<file path="config.mk">
export PLATFORM = sky130hd
export DESIGN_NAME = yutorina_bus_if_wb_flat
export DESIGN_NICKNAME = d
export VERILOG_FILES = /design/src/rtl/yutorina_bus_if_wb_if.sv /design/src/rtl/yutorina_bus_if_wb.sv /design/src/flat_wrapper.sv
export SDC_FILE = /design/constraint.sdc
export NUM_CORES = 1
export LEC_CHECK = 0
export BUFFER_PORTS_ARGS = -buffer_cell sky130_fd_sc_hd__buf_4
export CORE_ASPECT_RATIO = 1.75
export CORE_UTILIZATION = 44
export CTS_CLUSTER_SIZE = 12
export DETAILED_ROUTE_END_ITERATION = 16
export GPL_TIMING_DRIVEN = 0
export HOLD_SLACK_MARGIN = 0.12
export PLACE_DENSITY = 0.65
export SYNTH_ARGS = -nofsm -noshare
export SYNTH_HDL_FRONTEND = slang
export SYNTH_SLANG_ARGS = --single-unit
</file>
<file path="constraint.sdc">
create_clock -name clk -period 3.8 [get_ports clk]
set_clock_uncertainty 0.2 [all_clocks]
set_input_delay 0.38 -clock clk [delete_from_list [all_inputs] [get_ports clk]]
set_output_delay 0.38 -clock clk [all_outputs]
set_load 0.005 [all_outputs]
</file>
<file path="src/rtl/yutorina_bus_if_wb_if.sv">
// Arbitrated system-bus port of the CPU memory interface: request/grant,
// address strobe, ready and the address/data lines, all strobes active-low.
interface yutorina_bus_if_wb_if #(
  parameter int DATA_W = 32,
  parameter int ADDR_W = 30
);
  logic              bus_req_;
  logic              bus_grnt_;
  logic              bus_as_;
  logic              bus_rw;
  logic              bus_rdy_;
  logic [ADDR_W-1:0] bus_addr;
  logic [DATA_W-1:0] bus_w_data;
  logic [DATA_W-1:0] bus_r_data;

  modport master (
    output bus_req_, bus_as_, bus_rw, bus_addr, bus_w_data,
    input  bus_grnt_, bus_rdy_, bus_r_data
  );

  modport slave (
    input  bus_req_, bus_as_, bus_rw, bus_addr, bus_w_data,
    output bus_grnt_, bus_rdy_, bus_r_data
  );
endinterface

</file>
<file path="src/rtl/yutorina_bus_if_wb.sv">
// MEM-stage bus interface: local SPM decode, posted-write buffer drained by a
// bus master FSM, blocking reads ordered behind buffered writes, bus timeout.
module yutorina_bus_if_wb #(
  parameter int DATA_W   = 32,
  parameter int ADDR_W   = 30,
  parameter int IDX_W    = 3,
  parameter int SPM_IDX  = 1,
  parameter int WB_DEPTH = 4,
  parameter int TIMEOUT  = 255
) (
  input  logic                clk,
  input  logic                rst,
  input  logic                stall,
  input  logic                as_,
  input  logic                rw,
  input  logic [ADDR_W-1:0]   addr,
  input  logic [DATA_W-1:0]   w_data,
  output logic [DATA_W-1:0]   r_data,
  output logic                busy,
  output logic                err,
  output logic                spm_as_,
  output logic                spm_rw,
  output logic [ADDR_W-1:0]   spm_addr,
  output logic [DATA_W-1:0]   spm_w_data,
  input  logic [DATA_W-1:0]   spm_r_data,
  yutorina_bus_if_wb_if.master bus
);
  localparam int PTR_W = $clog2(WB_DEPTH);
  localparam int CNT_W = PTR_W + 1;
  localparam int TMO_W = $clog2(TIMEOUT + 1);

  typedef enum logic [1:0] {IDLE, REQ, ACCESS} state_t;

  state_t            state_q, state_d;
  logic [ADDR_W-1:0] buf_addr_q [WB_DEPTH];
  logic [ADDR_W-1:0] buf_addr_d [WB_DEPTH];
  logic [DATA_W-1:0] buf_data_q [WB_DEPTH];
  logic [DATA_W-1:0] buf_data_d [WB_DEPTH];
  logic [PTR_W-1:0]  wr_ptr_q, wr_ptr_d, rd_ptr_q, rd_ptr_d;
  logic [CNT_W-1:0]  count_q, count_d;
  logic              hold_q, hold_d;
  logic [DATA_W-1:0] r_buf_q, r_buf_d;
  logic [TMO_W-1:0]  tmo_q, tmo_d;
  logic              bus_req_q, bus_req_d, bus_as_q, bus_as_d, bus_rw_q, bus_rw_d;
  logic [ADDR_W-1:0] bus_addr_q, bus_addr_d;
  logic [DATA_W-1:0] bus_w_data_q, bus_w_data_d;

  logic spm_sel, hold_c, acc_c, rdy_c, tmo_hit, xfer_done, pop, rd_done;
  logic full_c, bus_wr_req, bus_rd_req, push, rd_pend, have_wr, have_work;

  // Reset is folded into the request decode so busy reflects an empty buffer
  // during the reset cycle itself.
  always_comb begin
    spm_sel    = (addr[ADDR_W-1 -: IDX_W] == IDX_W'(SPM_IDX));
    hold_c     = hold_q && !rst;
    acc_c      = (state_q == ACCESS) && !rst;
    rdy_c      = acc_c && !bus.bus_rdy_;
    tmo_hit    = acc_c && bus.bus_rdy_ && (tmo_q == TMO_W'(TIMEOUT - 1));
    xfer_done  = rdy_c || tmo_hit;
    pop        = xfer_done && bus_rw_q;
    rd_done    = xfer_done && !bus_rw_q;
    full_c     = !rst && (count_q == CNT_W'(WB_DEPTH));
    bus_wr_req = !as_ && !spm_sel && rw && !hold_c;
    bus_rd_req = !as_ && !spm_sel && !rw && !hold_c;
    push       = bus_wr_req && (!full_c || pop);
    rd_pend    = bus_rd_req && !rd_done;
    busy       = (bus_wr_req && !push) || rd_pend;
    err        = tmo_hit;

    r_data = '0;
    if (!as_ && spm_sel)
      r_data = spm_r_data;
    else if (!as_ && !rw && hold_c)
      r_data = r_buf_q;
    else if (rd_done)
      r_data = rdy_c ? bus.bus_r_data : '0;

    spm_as_    = !(!as_ && spm_sel && !hold_c);
    spm_rw     = rw;
    spm_addr   = addr;
    spm_w_data = w_data;

    buf_addr_d = buf_addr_q;
    buf_data_d = buf_data_q;
    if (push) begin
      buf_addr_d[wr_ptr_q] = addr;
      buf_data_d[wr_ptr_q] = w_data;
    end
    wr_ptr_d = wr_ptr_q + PTR_W'(push);
    rd_ptr_d = rd_ptr_q + PTR_W'(pop);
    count_d  = count_q + CNT_W'(push) - CNT_W'(pop);

    hold_d  = stall && (hold_c || (!as_ && !busy));
    r_buf_d = r_buf_q;
    if (rd_done)
      r_buf_d = rdy_c ? bus.bus_r_data : '0;
  end

  // Master FSM: the buffer head always wins over a pending read, which keeps
  // reads ordered behind every posted write.
  always_comb begin
    state_d      = state_q;
    bus_req_d    = bus_req_q;
    bus_as_d     = 1'b1;
    bus_rw_d     = bus_rw_q;
    bus_addr_d   = bus_addr_q;
    bus_w_data_d = bus_w_data_q;
    tmo_d        = tmo_q;
    have_wr      = (count_d != '0);
    have_work    = have_wr || rd_pend;

    case (state_q)
      IDLE: begin
        if (have_work) begin
          state_d   = REQ;
          bus_req_d = 1'b0;
        end
      end
      REQ: begin
        if (!bus.bus_grnt_) begin
          state_d  = ACCESS;
          bus_as_d = 1'b0;
          tmo_d    = '0;
        end
      end
      ACCESS: begin
        tmo_d = tmo_q + TMO_W'(1);
        if (tmo_hit || (rdy_c && !have_work)) begin
          state_d      = IDLE;
          bus_req_d    = 1'b1;
          bus_addr_d   = '0;
          bus_w_data_d = '0;
        end else if (rdy_c) begin
          state_d = REQ;
        end
      end
      default: state_d = IDLE;
    endcase

    if (state_d == REQ && state_q != REQ) begin
      if (have_wr) begin
        bus_rw_d     = 1'b1;
        bus_addr_d   = buf_addr_d[rd_ptr_d];
        bus_w_data_d = buf_data_d[rd_ptr_d];
      end else begin
        bus_rw_d     = 1'b0;
        bus_addr_d   = addr;
        bus_w_data_d = '0;
      end
    end
  end

  always_ff @(posedge clk) begin
    if (rst) begin
      state_q      <= IDLE;
      wr_ptr_q     <= '0;
      rd_ptr_q     <= '0;
      count_q      <= '0;
      hold_q       <= 1'b0;
      r_buf_q      <= '0;
      tmo_q        <= '0;
      bus_req_q    <= 1'b1;
      bus_as_q     <= 1'b1;
      bus_rw_q     <= 1'b0;
      bus_addr_q   <= '0;
      bus_w_data_q <= '0;
    end else begin
      state_q      <= state_d;
      wr_ptr_q     <= wr_ptr_d;
      rd_ptr_q     <= rd_ptr_d;
      count_q      <= count_d;
      hold_q       <= hold_d;
      r_buf_q      <= r_buf_d;
      tmo_q        <= tmo_d;
      bus_req_q    <= bus_req_d;
      bus_as_q     <= bus_as_d;
      bus_rw_q     <= bus_rw_d;
      bus_addr_q   <= bus_addr_d;
      bus_w_data_q <= bus_w_data_d;
    end
  end

  always_ff @(posedge clk) begin
    buf_addr_q <= buf_addr_d;
    buf_data_q <= buf_data_d;
  end

  assign bus.bus_req_   = bus_req_q;
  assign bus.bus_as_    = bus_as_q;
  assign bus.bus_rw     = bus_rw_q;
  assign bus.bus_addr   = bus_addr_q;
  assign bus.bus_w_data = bus_w_data_q;
endmodule

</file>
<file path="src/flat_wrapper.sv">
// flat-port wrapper written by rule: the top's interface ports become plain ports
module yutorina_bus_if_wb_flat 
#(
  parameter int DATA_W   = 32,
  parameter int ADDR_W   = 30,
  parameter int IDX_W    = 3,
  parameter int SPM_IDX  = 1,
  parameter int WB_DEPTH = 4,
  parameter int TIMEOUT  = 255
)
  (clk, rst, stall, as_, rw, addr, w_data, r_data, busy, err, spm_as_, spm_rw, spm_addr, spm_w_data, spm_r_data, bus_bus_req_, bus_bus_as_, bus_bus_rw, bus_bus_addr, bus_bus_w_data, bus_bus_grnt_, bus_bus_rdy_, bus_bus_r_data);
  yutorina_bus_if_wb_if #(.DATA_W(DATA_W), .ADDR_W(ADDR_W)) bus_i ();
  input  logic clk;
  input  logic rst;
  input  logic stall;
  input  logic as_;
  input  logic rw;
  input  logic [ADDR_W-1:0] addr;
  input  logic [DATA_W-1:0] w_data;
  output logic [DATA_W-1:0] r_data;
  output logic busy;
  output logic err;
  output logic spm_as_;
  output logic spm_rw;
  output logic [ADDR_W-1:0] spm_addr;
  output logic [DATA_W-1:0] spm_w_data;
  input  logic [DATA_W-1:0] spm_r_data;
  output wire logic [$bits(bus_i.bus_req_)-1:0] bus_bus_req_;
  output wire logic [$bits(bus_i.bus_as_)-1:0] bus_bus_as_;
  output wire logic [$bits(bus_i.bus_rw)-1:0] bus_bus_rw;
  output wire logic [$bits(bus_i.bus_addr)-1:0] bus_bus_addr;
  output wire logic [$bits(bus_i.bus_w_data)-1:0] bus_bus_w_data;
  input wire logic [$bits(bus_i.bus_grnt_)-1:0] bus_bus_grnt_;
  input wire logic [$bits(bus_i.bus_rdy_)-1:0] bus_bus_rdy_;
  input wire logic [$bits(bus_i.bus_r_data)-1:0] bus_bus_r_data;
  assign bus_bus_req_ = bus_i.bus_req_;
  assign bus_bus_as_ = bus_i.bus_as_;
  assign bus_bus_rw = bus_i.bus_rw;
  assign bus_bus_addr = bus_i.bus_addr;
  assign bus_bus_w_data = bus_i.bus_w_data;
  assign bus_i.bus_grnt_ = bus_bus_grnt_;
  assign bus_i.bus_rdy_ = bus_bus_rdy_;
  assign bus_i.bus_r_data = bus_bus_r_data;
  yutorina_bus_if_wb #(.DATA_W(DATA_W), .ADDR_W(ADDR_W), .IDX_W(IDX_W), .SPM_IDX(SPM_IDX), .WB_DEPTH(WB_DEPTH), .TIMEOUT(TIMEOUT)) u_core (.clk(clk), .rst(rst), .stall(stall), .as_(as_), .rw(rw), .addr(addr), .w_data(w_data), .r_data(r_data), .busy(busy), .err(err), .spm_as_(spm_as_), .spm_rw(spm_rw), .spm_addr(spm_addr), .spm_w_data(spm_w_data), .spm_r_data(spm_r_data), .bus(bus_i));
endmodule
</file>
**After elaboration in Yosys (flattened, before gate mapping)**

Index checks and enable logic that the tools add are counted.

- Add/sub/neg operators: 5
- Magnitude comparators: 3
- Eq/ne operators: 10
- Mux-type cells: 38
- Bitwise gates (word level): 3
- Reductions and logical operators: 54

Operator list:

| operator | count |
|---|---|
| $mux W32 | 11 |
| $mux W30 | 7 |
| $bwmux W128 | 1 |
| $mux W128 | 1 |
| $bwmux W120 | 1 |
| $mux W120 | 1 |
| $bmux W32 S2 | 1 |
| $demux W32 S2 | 1 |
| $bmux W30 S2 | 1 |
| $demux W30 S2 | 1 |
| $logic_and A1 B1 Y1 | 25 |
| $pmux W8 S2 | 1 |
| $logic_not A1 Y1 | 13 |
| $add A8 B1 Y8 const B | 1 |
| $eq A8 B8 Y1 const B | 1 |
| $mux W2 | 4 |
| $mux W8 | 1 |
| $reduce_bool A2 Y1 | 4 |
| $ge A3 B3 Y1 const B | 2 |
| $logic_or A1 B1 Y1 | 6 |
| $not A2 Y3 | 2 |
| $pmux W2 S3 | 1 |
| $add A2 B1 Y2 | 2 |
| $eq A2 B1 Y1 const B | 2 |
| other kinds (16) | 22 |

- Bits in registers: 363
- Bits of input ports: 133
- Output and inout port bits: 163
- Word-level logic and storage cells: 133

**Logic depth before layout (Yosys ltp)**

Gate-level depths: netlist of run 1.

- Depth after elaboration: 21
- Gate-level depth with buffers: 17
- Gate-level depth less buffers: 16

**Least setup slack after synthesis of run 1**

OpenSTA, ideal clock, no wires.

- Path kind: input -> register
- Start: in rst
- End: reg u_core.bus_addr_q[15], in the netlist u_core.bus.bus_addr[15]
- Library setup time: 0.069 ns
- Arrival: 3.465 ns
- Required time: 3.531 ns
- Slack: 0.066 ns
- Stages on the path: 14
- Path buffers: 1
- Cells stage by stage: nor4b_2 -> o211ai_1 -> nand3_4 -> inv_4 -> ha_1 -> fa_1 -> xnor3_1 -> or3_1 -> nand3_1 -> a21o_1 -> buf_1 -> o21a_1 -> o221ai_1 -> o21ai_1

- Word-level cells in the longest chain between the ends: 21
- Elaborated cells between the ends (all ways): 42
- Those cells by class: 3 x add/sub; 1 x eq/ne; 10 x mux; 1 x bitwise; 27 x reduce/logical

RTL lines:

| what | line | RTL |
|---|---|---|
| from (decl) | flat_wrapper.sv:14 | `input logic rst;` |
| $logic_not A1 Y1 | yutorina_bus_if_wb.sv:55, yutorina_bus_if_wb.sv:56, yutorina_bus_if_wb.sv:62 |  |
| $logic_and A1 B1 Y1 | yutorina_bus_if_wb.sv:56 | `acc_c = (state_q == ACCESS) && !rst;` |
| $logic_and A1 B1 Y1 (2 in series) | yutorina_bus_if_wb.sv:58 | `tmo_hit = acc_c && bus.bus_rdy_ && (tmo_q == TMO_W'(TIMEOUT - 1));` |
| $logic_or A1 B1 Y1 | yutorina_bus_if_wb.sv:59 | `xfer_done = rdy_c \|\| tmo_hit;` |
| $logic_and A1 B1 Y1 | yutorina_bus_if_wb.sv:60 | `pop = xfer_done && bus_rw_q;` |
| $logic_or A1 B1 Y1 | yutorina_bus_if_wb.sv:65 | `push = bus_wr_req && (!full_c \|\| pop);` |
| $logic_and A1 B1 Y1 | yutorina_bus_if_wb.sv:65 |  |
| $add A3 B1 Y3 | yutorina_bus_if_wb.sv:91 | `count_d = count_q + CNT_W'(push) - CNT_W'(pop);` |
| [... 4 more ...] | - |  |
| $logic_and A1 B1 Y1 | yutorina_bus_if_wb.sv:128 | `if (tmo_hit \|\| (rdy_c && !have_work)) begin` |
| $logic_or A1 B1 Y1 | yutorina_bus_if_wb.sv:128 |  |
| $mux W2 | yutorina_bus_if_wb.sv:128 |  |
| $pmux W2 S3 | yutorina_bus_if_wb.sv:112 | `case (state_q)` |
| $eq A2 B1 Y1 | yutorina_bus_if_wb.sv:140 | `if (state_d == REQ && state_q != REQ) begin` |
| $logic_and A1 B1 Y1 | yutorina_bus_if_wb.sv:140 |  |
| $reduce_bool A2 Y1 (no line) | - |  |
| $reduce_and A2 Y1 (no line) | - |  |
| to (signal assigned) | yutorina_bus_if_wb.sv:178 | `bus_addr_q <= bus_addr_d;` |
| to (decl) | yutorina_bus_if_wb.sv:45 | `logic [ADDR_W-1:0] bus_addr_q, bus_addr_d;` |

Parallel ways exist; a longest one is shown, timed or not. The select of a mux whose other input is x is not followed.
A chain may end at the register's enable or synchronous reset.

**Worst setup path in the final report of run 1**

- Start: reg u_core.tmo_q[2]
- End: reg u_core.bus_addr_q[16], in the netlist u_core.bus.bus_addr[16]

- Word-level cells in the longest chain between the ends: 19
- Elaborated cells between the ends (all ways): 32
- Those cells by class: 3 x add/sub; 2 x eq/ne; 9 x mux; 1 x bitwise; 17 x reduce/logical

RTL lines:

| what | line | RTL |
|---|---|---|
| from (decl) | yutorina_bus_if_wb.sv:43 | `logic [TMO_W-1:0] tmo_q, tmo_d;` |
| from (signal assigned) | yutorina_bus_if_wb.sv:174 | `tmo_q <= tmo_d;` |
| $eq A8 B8 Y1 (*) | yutorina_bus_if_wb.sv:58 |  |
| $logic_and A1 B1 Y1 (*) | yutorina_bus_if_wb.sv:58 |  |
| $logic_or A1 B1 Y1 (*) | yutorina_bus_if_wb.sv:59 |  |
| $logic_and A1 B1 Y1 (*) | yutorina_bus_if_wb.sv:60 |  |
| $logic_or A1 B1 Y1 | yutorina_bus_if_wb.sv:65 |  |
| $logic_and A1 B1 Y1 | yutorina_bus_if_wb.sv:65 |  |
| $add A3 B1 Y3 | yutorina_bus_if_wb.sv:91 |  |
| $sub A3 B1 Y3 (*) | yutorina_bus_if_wb.sv:91 |  |
| net u_core.count_d[1] | yutorina_bus_if_wb.sv:40 | `logic [CNT_W-1:0] count_q, count_d;` |
| [... 3 more ...] | - |  |
| $logic_and A1 B1 Y1 | yutorina_bus_if_wb.sv:128 |  |
| $logic_or A1 B1 Y1 | yutorina_bus_if_wb.sv:128 |  |
| $mux W2 | yutorina_bus_if_wb.sv:128 |  |
| $pmux W2 S3 | yutorina_bus_if_wb.sv:112 |  |
| $eq A2 B1 Y1 | yutorina_bus_if_wb.sv:140 |  |
| $logic_and A1 B1 Y1 | yutorina_bus_if_wb.sv:140 |  |
| $reduce_bool A2 Y1 (no line) | - |  |
| $reduce_and A2 Y1 (no line) | - |  |

Mark *: on every way through the listed nets, which the timed path passes. The rest lies on a longest branch. The select of a mux whose other input is x is not followed.

==> impl_metrics.yaml, run 1 <==
worst_setup_path:
  crit_top_cell: "buf_4"
  cpMaxStageDelayCell: "fa_2"
  cp-start-kind: "flop"
  crit_fanout: 10
  crit_chain: "nand4_1 > buf_4 > o211ai_1 > nand3_4 > inv_8 > ha_1 > fa_2 > nor3_4 > buf_4 > nor3_1 > o21ai_1 > o221ai_1 > o31ai_1"
  path_buf_inv: 3
  end_kind: "flop"
  slowest_delay_ns: 0.49
  path_delay_family: "compound AO/OA/AOI/OAI gates"
  critPathKind: "flop to flop"
  cp.required_ns: 4.03
  critPathArrivalTime_ns: 3.96
sta:
  fin_ws_ns: 0.0737
  fin_setup_tns_ns: 0
  worst_pin_slew_ns: 0.974
  finalSetupViolations: 0
  max_slew_margin: 0.346
  hold_viol: 0
  finalCritPeriodShare: 0.981
  min_period_ns: 3.73
  fmax_mhz: 268
  drv_slew: 0
run_status:
  status: "complete, no violations"
floorplan:
  rows: 91
  die_w_um: 145
  ioPinCount: 296
  die_area_mm2: 0.0364
  die_h_um: 251
  coreArea_mm2: 0.0352
  floorplan.initialDensity: 0.445
finish:
  drive_gt1_frac: 0.392
  fill_cells: 3005
  layout_commonest_cell: "buf_4"
  final_cell_mix: "buf_4 (382), dfxtp_1 (356), mux2_2 (231)"
  utilization: 0.597
  nNetsFinal: 2152
  stdcell_count: 2492
  area_growth_pct: 34.2
global_routing:
  grt_pass1_wl_mm: 67.5
  grt_use_total: 0.236
  grt_overflow: 0
  grt_pass1_vias: 13070
  antenna_found_initial: 2
  grt_max_degree: 13
placement:
  port_buffers: 295
  gp_congestion: 0.802
  dp_cells: 2320
  dpl.hpwl_mm: 30.5
  preCtsSetupSlack_ns: -1.11
yosys:
  syn-mean-instance-area_um2: 10.0
  synth.largest_area_cell: "dfxtp_1"
  ys_types: 59
  synth_edf_count: 0
  synth_seq_cells: 363
  ys_async_sr_fraction: 0
  syn-cell-area_mm2: 0.0157
  yosys.area.top_type_share: 0.464
  synth-main-ff-cell: "dfxtp_1"
  synthesis.nets: 1700
  yosysSeqAreaShare: 0.464
  ys_warn_count: 0
  synth_cells: 1560
  synth.area.top_cells: "dfxtp_1 (46%), mux2_2 (17%), nand2_1 (4.3%)"
clocking:
  cts_tree: "yes"
  numCtsBuffers: 37
  h-tree-depth: 2
  insertion_delay_ns: 0.52
  root_buffer: "clkbuf_16"
  clockBufferDepth: 3
  clkTransAtPathRegs_ns: 0.06
  clock-sinks: 363
route:
  drc: 0
  antenna_left: 0
  avgViaCountPerCell: 5.34
  wl_mm: 44.1
  dr_total_vias: 13299
  drt-initial-drc-count: 651
  first_pass_iters: 5
  drt-wirelength-per-cell_um: 17.7
power_and_ir_drop:
  peakVddDrop_uv: 345
  power_leakage_nw: 8.89
  power.density_mw_per_mm2: 544
hold_path:
  hp-class: "primary input to flop"
flow_run:
  drv_cap: 0
## per-stage QoR
step | total power, mW | hold slack [ns] | cell area, um^2
after CTS | 11.4 | 0.206 | 20800
after global placement | 7.70 | 0.242 | 18400
after floorplan | 6.78 | 0.233 | 15700
after detailed placement | 7.82 | 0.245 | 18400
after global routing | 12.0 | 0.271 | 21000
final | 11.4 | 0.236 | 21000
## repair_timing
item	in CTS	in global routing
buffers inserted	6	8
pin swaps	4	6
gates resized for setup	47	53
endpoints found under the setup margin	62	62
endpoints found under the hold margin	324	0
gates cloned	0	1
hold buffers	103	0
## state kept, by name, summed over array words and instances, names as in the netlist
signal	cells
u_core.buf_addr_q	120
u_core.bus.bus_addr	30
u_core.bus.bus_req_	1
u_core.buf_data_q	128
u_core.bus.bus_rw	1
u_core.tmo_q	8
u_core.state_q	2
u_core.r_buf_q	32
u_core.hold_q	1
u_core.wr_ptr_q	2
u_core.count_q	3
u_core.bus.bus_as_	1
u_core.bus.bus_w_data	32
u_core.rd_ptr_q	2
## cell usage after synthesis (2+ instances only)
library cell and instances:
dfxtp_1 363, buf_1 2, or3_1 4, or2_2 4, o221ai_1 30, mux2i_1 2
o22ai_2 14, o21ai_1 22, mux2_4 16, a21oi_1 111, xor2_1 2, o211ai_1 2
nor3b_1 3, a22oi_1 32, o21ai_0 41, mux2_2 231, and2_1 3, nand2b_1 4
inv_1 8, o31ai_1 7, buf_6 8, buf_4 74, a211o_1 33, nand2_1 181
nand3_1 8, xnor2_1 4, clkbuf_1 50, and3_1 2, a21o_1 2, buf_2 33
nand4_1 3, o22ai_1 49, o21a_1 51, nor2_1 81, nor2b_1 10, nor3_2 2
nor2_4 2, ha_1 6, nor3_1 40
## tightest hold or removal path, stage by stage
cell	delay, ns
buf_4	0.13
or4_1	0.16
o21ai_0	0.07
o21ai_0	0.06
nor2b_1	0.11
## path summary, 6_finish.rpt
kind                                         startpoint                      end  slack (ns)  cells past startpoint
worst max-delay path                    u_core.tmo_q[2]  u_core.bus.bus_addr[16]        0.07                     13
worst min-delay path                                as_        u_core.bus.bus_rw        0.24                      5
worst max register to register          u_core.tmo_q[2]  u_core.bus.bus_addr[16]        0.07                     13
worst min register to register  u_core.bus.bus_addr[18]  u_core.bus.bus_addr[18]        0.25                      2
## cell families (layout without fill, tap and decap cells)
family | after synthesis | in the layout | share of synthesized area
AO/OA/AOI/OAI | 402 | 402 | 0.174
flip-flops | 363 | 363 | 0.464
AND/OR/NAND/NOR | 355 | 355 | 0.101
multiplexers | 250 | 250 | 0.184
buffers and inverters | 176 | 641 | 0.0666
adder cells (fa/ha/maj) | 7 | 7 | 0.00608
XOR/XNOR | 7 | 7 | 0.00480
other | 0 | 2 | 0
## report_power, final
group | switching (mW) | internal, mW | leakage [nW] | total [mW]
sequential | 0.475 | 4.73 | 3.00 | 5.21
combinational | 1.20 | 1.62 | 5.35 | 2.81
clock | 1.43 | 1.99 | 0.539 | 3.41
total | 3.10 | 8.34 | 8.89 | 11.4
## area by class of cell
class                      count  area, um^2  share of cell area
multi-input combinational   1021        7500               0.357
sequential                   363        7280               0.346
timing repair buffer         413        3380               0.161
buffer                       167        1110              0.0530
clock buffer                  49        1050              0.0502
tap                          465         582              0.0277
clock inverter                 3        43.8             0.00209
inverter                       9        41.3             0.00197
antenna                        2        5.00            0.000238
## routing by layer
layer  track usage  part of all wire
met5             0                 0
met2         0.443              0.54
met4         0.101             0.034
met1         0.261              0.39
met3        0.0287             0.041
Note: power is estimated with default switching activity, not from simulation.
==> run 2, diff against run 1 <==
CTS_BUF_LIST = sky130_fd_sc_hd__clkbuf_8   (was unset)
==> run 2 against run 1 <==
Compared with the run above:
- clock power barely moved
- power fell by 0.27%
- sequential power barely moved
- fmax rose by 0.36%
- sequential cell count did not move
- hold slack improved by 0.014 ns
- cell count rose by 1.8%
- via count rose by 1.1%
- design area rose by 0.30%
- critical path depth rose by 1
- register-to-register slack barely moved
- largest power group unchanged
==> impl_metrics.yaml, run 2 (synthesized netlist as in run 1, its figures left out) <==
floorplan:
  coreArea_mm2: 0.0352
  die_w_um: 145
  floorplan.initialDensity: 0.445
  die_h_um: 251
  ioPinCount: 296
  rows: 91
  die_area_mm2: 0.0364
global_routing:
  grt_pass1_vias: 13137
  grt_use_total: 0.237
  antenna_found_initial: 3
  grt_overflow: 0
  grt_pass1_wl_mm: 67.6
  grt_max_degree: 16
worst_setup_path:
  cp-startpoint: "u_core.tmo_q[3]"
  critPathKind: "flop to flop"
  end_kind: "flop"
  r2r_start: "u_core.tmo_q[3]"
  reg2regPathDepth: 14
  reg2reg_to: "u_core.bus.bus_addr[7]"
  rrSetupSlack_ns: 0.09
  crit_fanout: 10
  cp-start-kind: "flop"
  cp.required_ns: 4.13
  critPathArrivalTime_ns: 4.05
finish:
  area_growth_pct: 34.6
  nNetsFinal: 2165
  multi_input_comb_area_mm2: 0.00751
  fin_area_mm2: 0.0211
  drive_gt1_frac: 0.399
  top_register: "u_core.buf_data_q"
  layout_commonest_cell: "buf_4"
  fill_cells: 2999
  top_regs: "u_core.buf_data_q x128, u_core.buf_addr_q x120"
  seq_area_mm2: 0.00728
  final_cell_mix: "buf_4 (380), dfxtp_1 (356), mux2_2 (231)"
  largest_reg_flops: 128
clocking:
  clockBufferDepth: 3
  clock-sinks: 363
  clkTransAtPathRegs_ns: 0.06
  h-tree-depth: 2
  root_buffer: "clkbuf_8"
  cts_tree: "yes"
  numCtsBuffers: 53
  insertion_delay_ns: 0.63
route:
  first_pass_iters: 5
  wl_mm: 44.2
  drt-initial-drc-count: 665
  drt-wirelength-per-cell_um: 17.4
  antenna_left: 0
  drc: 0
  dr_total_vias: 13449
  avgViaCountPerCell: 5.30
power_and_ir_drop:
  total_power_mw: 11.4
  peakVddDrop_uv: 368
  power_leakage_nw: 9.01
  power.density_mw_per_mm2: 541
hold_path:
  whs_path_depth: 2
  worstHoldStart: "u_core.bus.bus_addr[25]"
  hold_end: "u_core.bus.bus_addr[25]"
  hp-class: "flop to flop"
sta:
  finalSetupViolations: 0
  fin_ws_ns: 0.0869
  max_slew_margin: 0.309
  drv_slew: 0
  fmax_mhz: 269
  hold_viol: 0
  worst_pin_slew_ns: 1.03
  finalCritPeriodShare: 0.977
  min_period_ns: 3.71
placement:
  gp_congestion: 0.802
  preCtsSetupSlack_ns: -1.11
  dpl.hpwl_mm: 30.5
  port_buffers: 295
  placed_area_mm2: 0.0184
run_status:
  status: "complete, no violations"
flow_run:
  drv_cap: 0
## run 2: changes by cell type in the layout (fill, tap and decap cells not counted), moves of 2 or more
cell       before  now
buf_6          19   16
clkbuf_1       43   37
clkinv_2        1    7
clkinv_8        0    2
bufinv_16       1    4
buf_4         382  380
inv_1           8   25
clkbuf_8        4   67
clkbuf_16      39    0
## run 2: layout make-up
type | count | area share
clock inverters | 31 | 0.0123
well taps | 465 | 0.0276
multi-input cells | 1021 | 0.357
plain buffers | 167 | 0.0526
clock buffers | 67 | 0.0438
inverters | 9 | 0.00184
diodes | 3 | 0.000356
repair buffers | 410 | 0.160
flip-flops and latches | 363 | 0.345
## run 2: stage by stage
stage / instances / utilization / setup TNS, ns / hold WS, ns
3_3_place_gp: 2320 / 0.524 / -51.22 / 0.242
2_1_floorplan: 1560 / - / 0 / 0.233
3_5_place_dp: 2320 / 0.524 / -55.59 / 0.245
6_report: 2536 / 0.599 / 0 / 0.250
4_1_cts: 2527 / 0.592 / 0 / 0.254
5_1_grt: 2536 / 0.599 / -0.143 / 0.271
## run 2: critical path, stage by stage, from the launching register on
cell and delay, ns:
dfxtp_2 0.36, nand4_1 0.28, buf_4 0.25, o211ai_1 0.25, nand3_4 0.16, inv_6 0.14
ha_1 0.19, fa_1 0.49, or3_4 0.47, nand3_4 0.11, a21o_4 0.16, buf_6 0.17
o21a_1 0.13, o221ai_1 0.12, o21ai_1 0.14
## run 2: where the power goes
group          leakage [nW]  switching [mW]  internal (mW)
registers              3.00           0.472           4.73
logic                  5.34            1.19           1.61
clock network         0.670            1.53           1.87
## run 2: worst max path at each step
stage,end,cells past startpoint
6_report,u_core.bus.bus_addr[7],14
5_1_grt,u_core.bus.bus_addr[10],16
4_1_cts,u_core.bus.bus_addr[26],17
3_5_place_dp,u_core.bus.bus_addr[25],15
3_3_place_gp,u_core.bus.bus_addr[25],15
2_1_floorplan,u_core.bus.bus_addr[15],14
## run 2: routing by layer
layer	up-vias	track usage	wire length, um
li1	6489	-	-
met1	6464	0.260	17000
met2	395	0.441	23600
met3	101	0.0336	1990
met4	0	0.103	1590
met5	-	0	0
## run 2: what timing repair did
| action | 4_1_cts | 5_1_grt |
|---|---|---|
| gates resized for setup | 39 | 61 |
| setup buffers | 6 | 6 |
| endpoints found under the hold margin | 348 | 0 |
| setup endpoints to repair | 62 | 63 |
| hold buffers | 103 | 0 |
| pin swaps | 4 | 5 |
==> run 3, diff against run 2 <==
MAX_ROUTING_LAYER = met4   (was unset)
==> run 3 against run 2 <==
Compared with the run above:
- power is essentially flat
- non-clock buffer count is the same
- die area is the same
- global-route usage grew 0.69 points
- routed wire length is essentially flat
- sequential power is essentially flat
- hold slack is essentially flat
- sequential cell count is the same
- cell count is the same
- largest cell class unchanged
- largest power group unchanged
- highest routed layer unchanged
==> impl_metrics.yaml, run 3 (synthesized netlist as in run 1, its figures left out) <==
placement:
  dpl.hpwl_mm: 30.5
  gp_congestion: 0.814
  port_buffers: 295
  dp_cells: 2320
worst_setup_path:
  reg2regPathDepth: 14
  crit_chain: "nand4_1 > buf_4 > o211ai_1 > nand3_4 > inv_6 > ha_1 > fa_1 > or3_4 > nand3_4 > a21o_4 > buf_6 > o21a_1 > o221ai_1 > o21ai_1"
  crit_fanout: 10
  cp-start-kind: "flop"
  critPathArrivalTime_ns: 4.05
  cp.required_ns: 4.13
  cpMaxStageDelayCell: "fa_1"
  slowest_delay_ns: 0.50
  reg2reg_to: "u_core.bus.bus_addr[7]"
  crit_top_cell: "nand3_4"
  rrSetupSlack_ns: 0.08
  r2r_start: "u_core.tmo_q[3]"
  critPathKind: "flop to flop"
  end_kind: "flop"
finish:
  top_regs: "u_core.buf_data_q x128, u_core.buf_addr_q x120"
  fill_cells: 3000
  nNetsFinal: 2165
  final_cell_mix: "buf_4 (381), dfxtp_1 (356), mux2_2 (231)"
  multi_input_comb_area_mm2: 0.00751
  drive_gt1_frac: 0.399
  seq_area_mm2: 0.00728
  layout_commonest_cell: "buf_4"
  top_register: "u_core.buf_data_q"
  area_growth_pct: 34.6
  largest_reg_flops: 128
  stdcell_count: 2536
floorplan:
  floorplan.initialDensity: 0.445
  die_w_um: 145
  rows: 91
  die_h_um: 251
  ioPinCount: 296
  coreArea_mm2: 0.0352
  die_area_mm2: 0.0364
route:
  drt-initial-drc-count: 588
  dr_total_vias: 13408
  avgViaCountPerCell: 5.29
  drt-wirelength-per-cell_um: 17.4
  wl_mm: 44.2
  drc: 0
  antenna_left: 0
  first_pass_iters: 5
power_and_ir_drop:
  peakVddDrop_uv: 368
  power.density_mw_per_mm2: 541
  power_leakage_nw: 9.01
  p_sw_frac: 0.280
  p_int_mw: 8.21
  seqPwrFrac: 0.456
  switching_power_mw: 3.19
  comb_power_share: 0.245
  p_clk_frac: 0.298
sta:
  finalCritPeriodShare: 0.980
  hold_viol: 0
  drv_slew: 0
  finalSetupViolations: 0
  fin_setup_tns_ns: 0
  min_period_ns: 3.72
  holdWs_ns: 0.250
  fmax_mhz: 269
  max_slew_margin: 0.313
  worst_pin_slew_ns: 1.02
hold_path:
  whs_path_depth: 2
  worstHoldStart: "u_core.bus.bus_addr[25]"
  hold_end: "u_core.bus.bus_addr[25]"
  hp-class: "flop to flop"
clocking:
  cts_tree: "yes"
  insertion_delay_ns: 0.63
  root_buffer: "clkbuf_8"
  h-tree-depth: 2
  clockBufferDepth: 3
  numCtsBuffers: 53
  clock-sinks: 363
  clkTransAtPathRegs_ns: 0.06
global_routing:
  grt_overflow: 0
  antenna_found_initial: 3
  grt_max_degree: 16
  grt_pass1_vias: 13133
  grt_use_total: 0.244
  grt_pass1_wl_mm: 67.6
run_status:
  status: "complete, no violations"
flow_run:
  drv_cap: 0
-- run 3: worst max path at each step --
stage                               start                       to  cells after the start
after floorplan                       rst  u_core.bus.bus_addr[15]                     14
after global placement           addr[28]  u_core.bus.bus_addr[25]                     15
after detailed placement         addr[28]  u_core.bus.bus_addr[25]                     15
after CTS                 u_core.tmo_q[1]  u_core.bus.bus_addr[26]                     17
after global routing      u_core.tmo_q[3]  u_core.bus.bus_addr[10]                     16
final                     u_core.tmo_q[3]   u_core.bus.bus_addr[7]                     14
-- run 3: power by group through the flow --
stage               Sequential (mW)  Combinational (mW)  Clock (mW)
floorplan                      5.15                1.63           0
global placement               5.23                2.47           0
detailed placement             5.27                2.54           0
CTS                            5.20                2.70        3.48
global route                   5.31                3.05        3.64
finish                         5.20                2.80        3.40
-- run 3: metal layers --
layer,GRT usage,part of all wire,up-vias
li1,-,-,6492
met2,0.441,0.54,370
met4,0.103,0.033,0
met5,-,0,-
met1,0.261,0.39,6450
met3,0.0330,0.044,96
-- run 3: per-stage QoR --
stage          total power, mW  area, um^2  setup slack [ns]   util
2_1_floorplan             6.78       15700            0.0659      -
3_3_place_gp              7.70       18400             -1.01  0.524
3_5_place_dp              7.82       18400             -1.11  0.524
4_1_cts                   11.4       20800           0.00423  0.592
5_1_grt                   12.0       21100           -0.0251  0.599
6_report                  11.4       21100            0.0758  0.599
-- run 3: area by class of cell --
class	count	area share
diodes	3	0.000356
plain buffers	167	0.0525
clock buffers	67	0.0438
clock inverters	31	0.0123
inverters	9	0.00184
multi-input cells	1021	0.357
flip-flops and latches	363	0.345
well taps	465	0.0276
repair buffers	410	0.160
-- run 3: worst max-delay path, delay by kind of cell, from the launching register on --
family,cells,cell delay [ns]
and+or+nand+nor,4,1.03
AOI/OAI and AO/OA,5,0.80
adders and majority gates,2,0.70
buffers and inverters,3,0.56
DFF,1,0.36
-- run 3: what timing repair did --
item                       4_1_cts  5_1_grt
cloned                           0        0
pin swaps                        4        5
hold buffers                   103        0
buffers inserted                 6        6
gates resized for setup         39       61
setup endpoints to repair       62       63
hold endpoints to repair       348        0
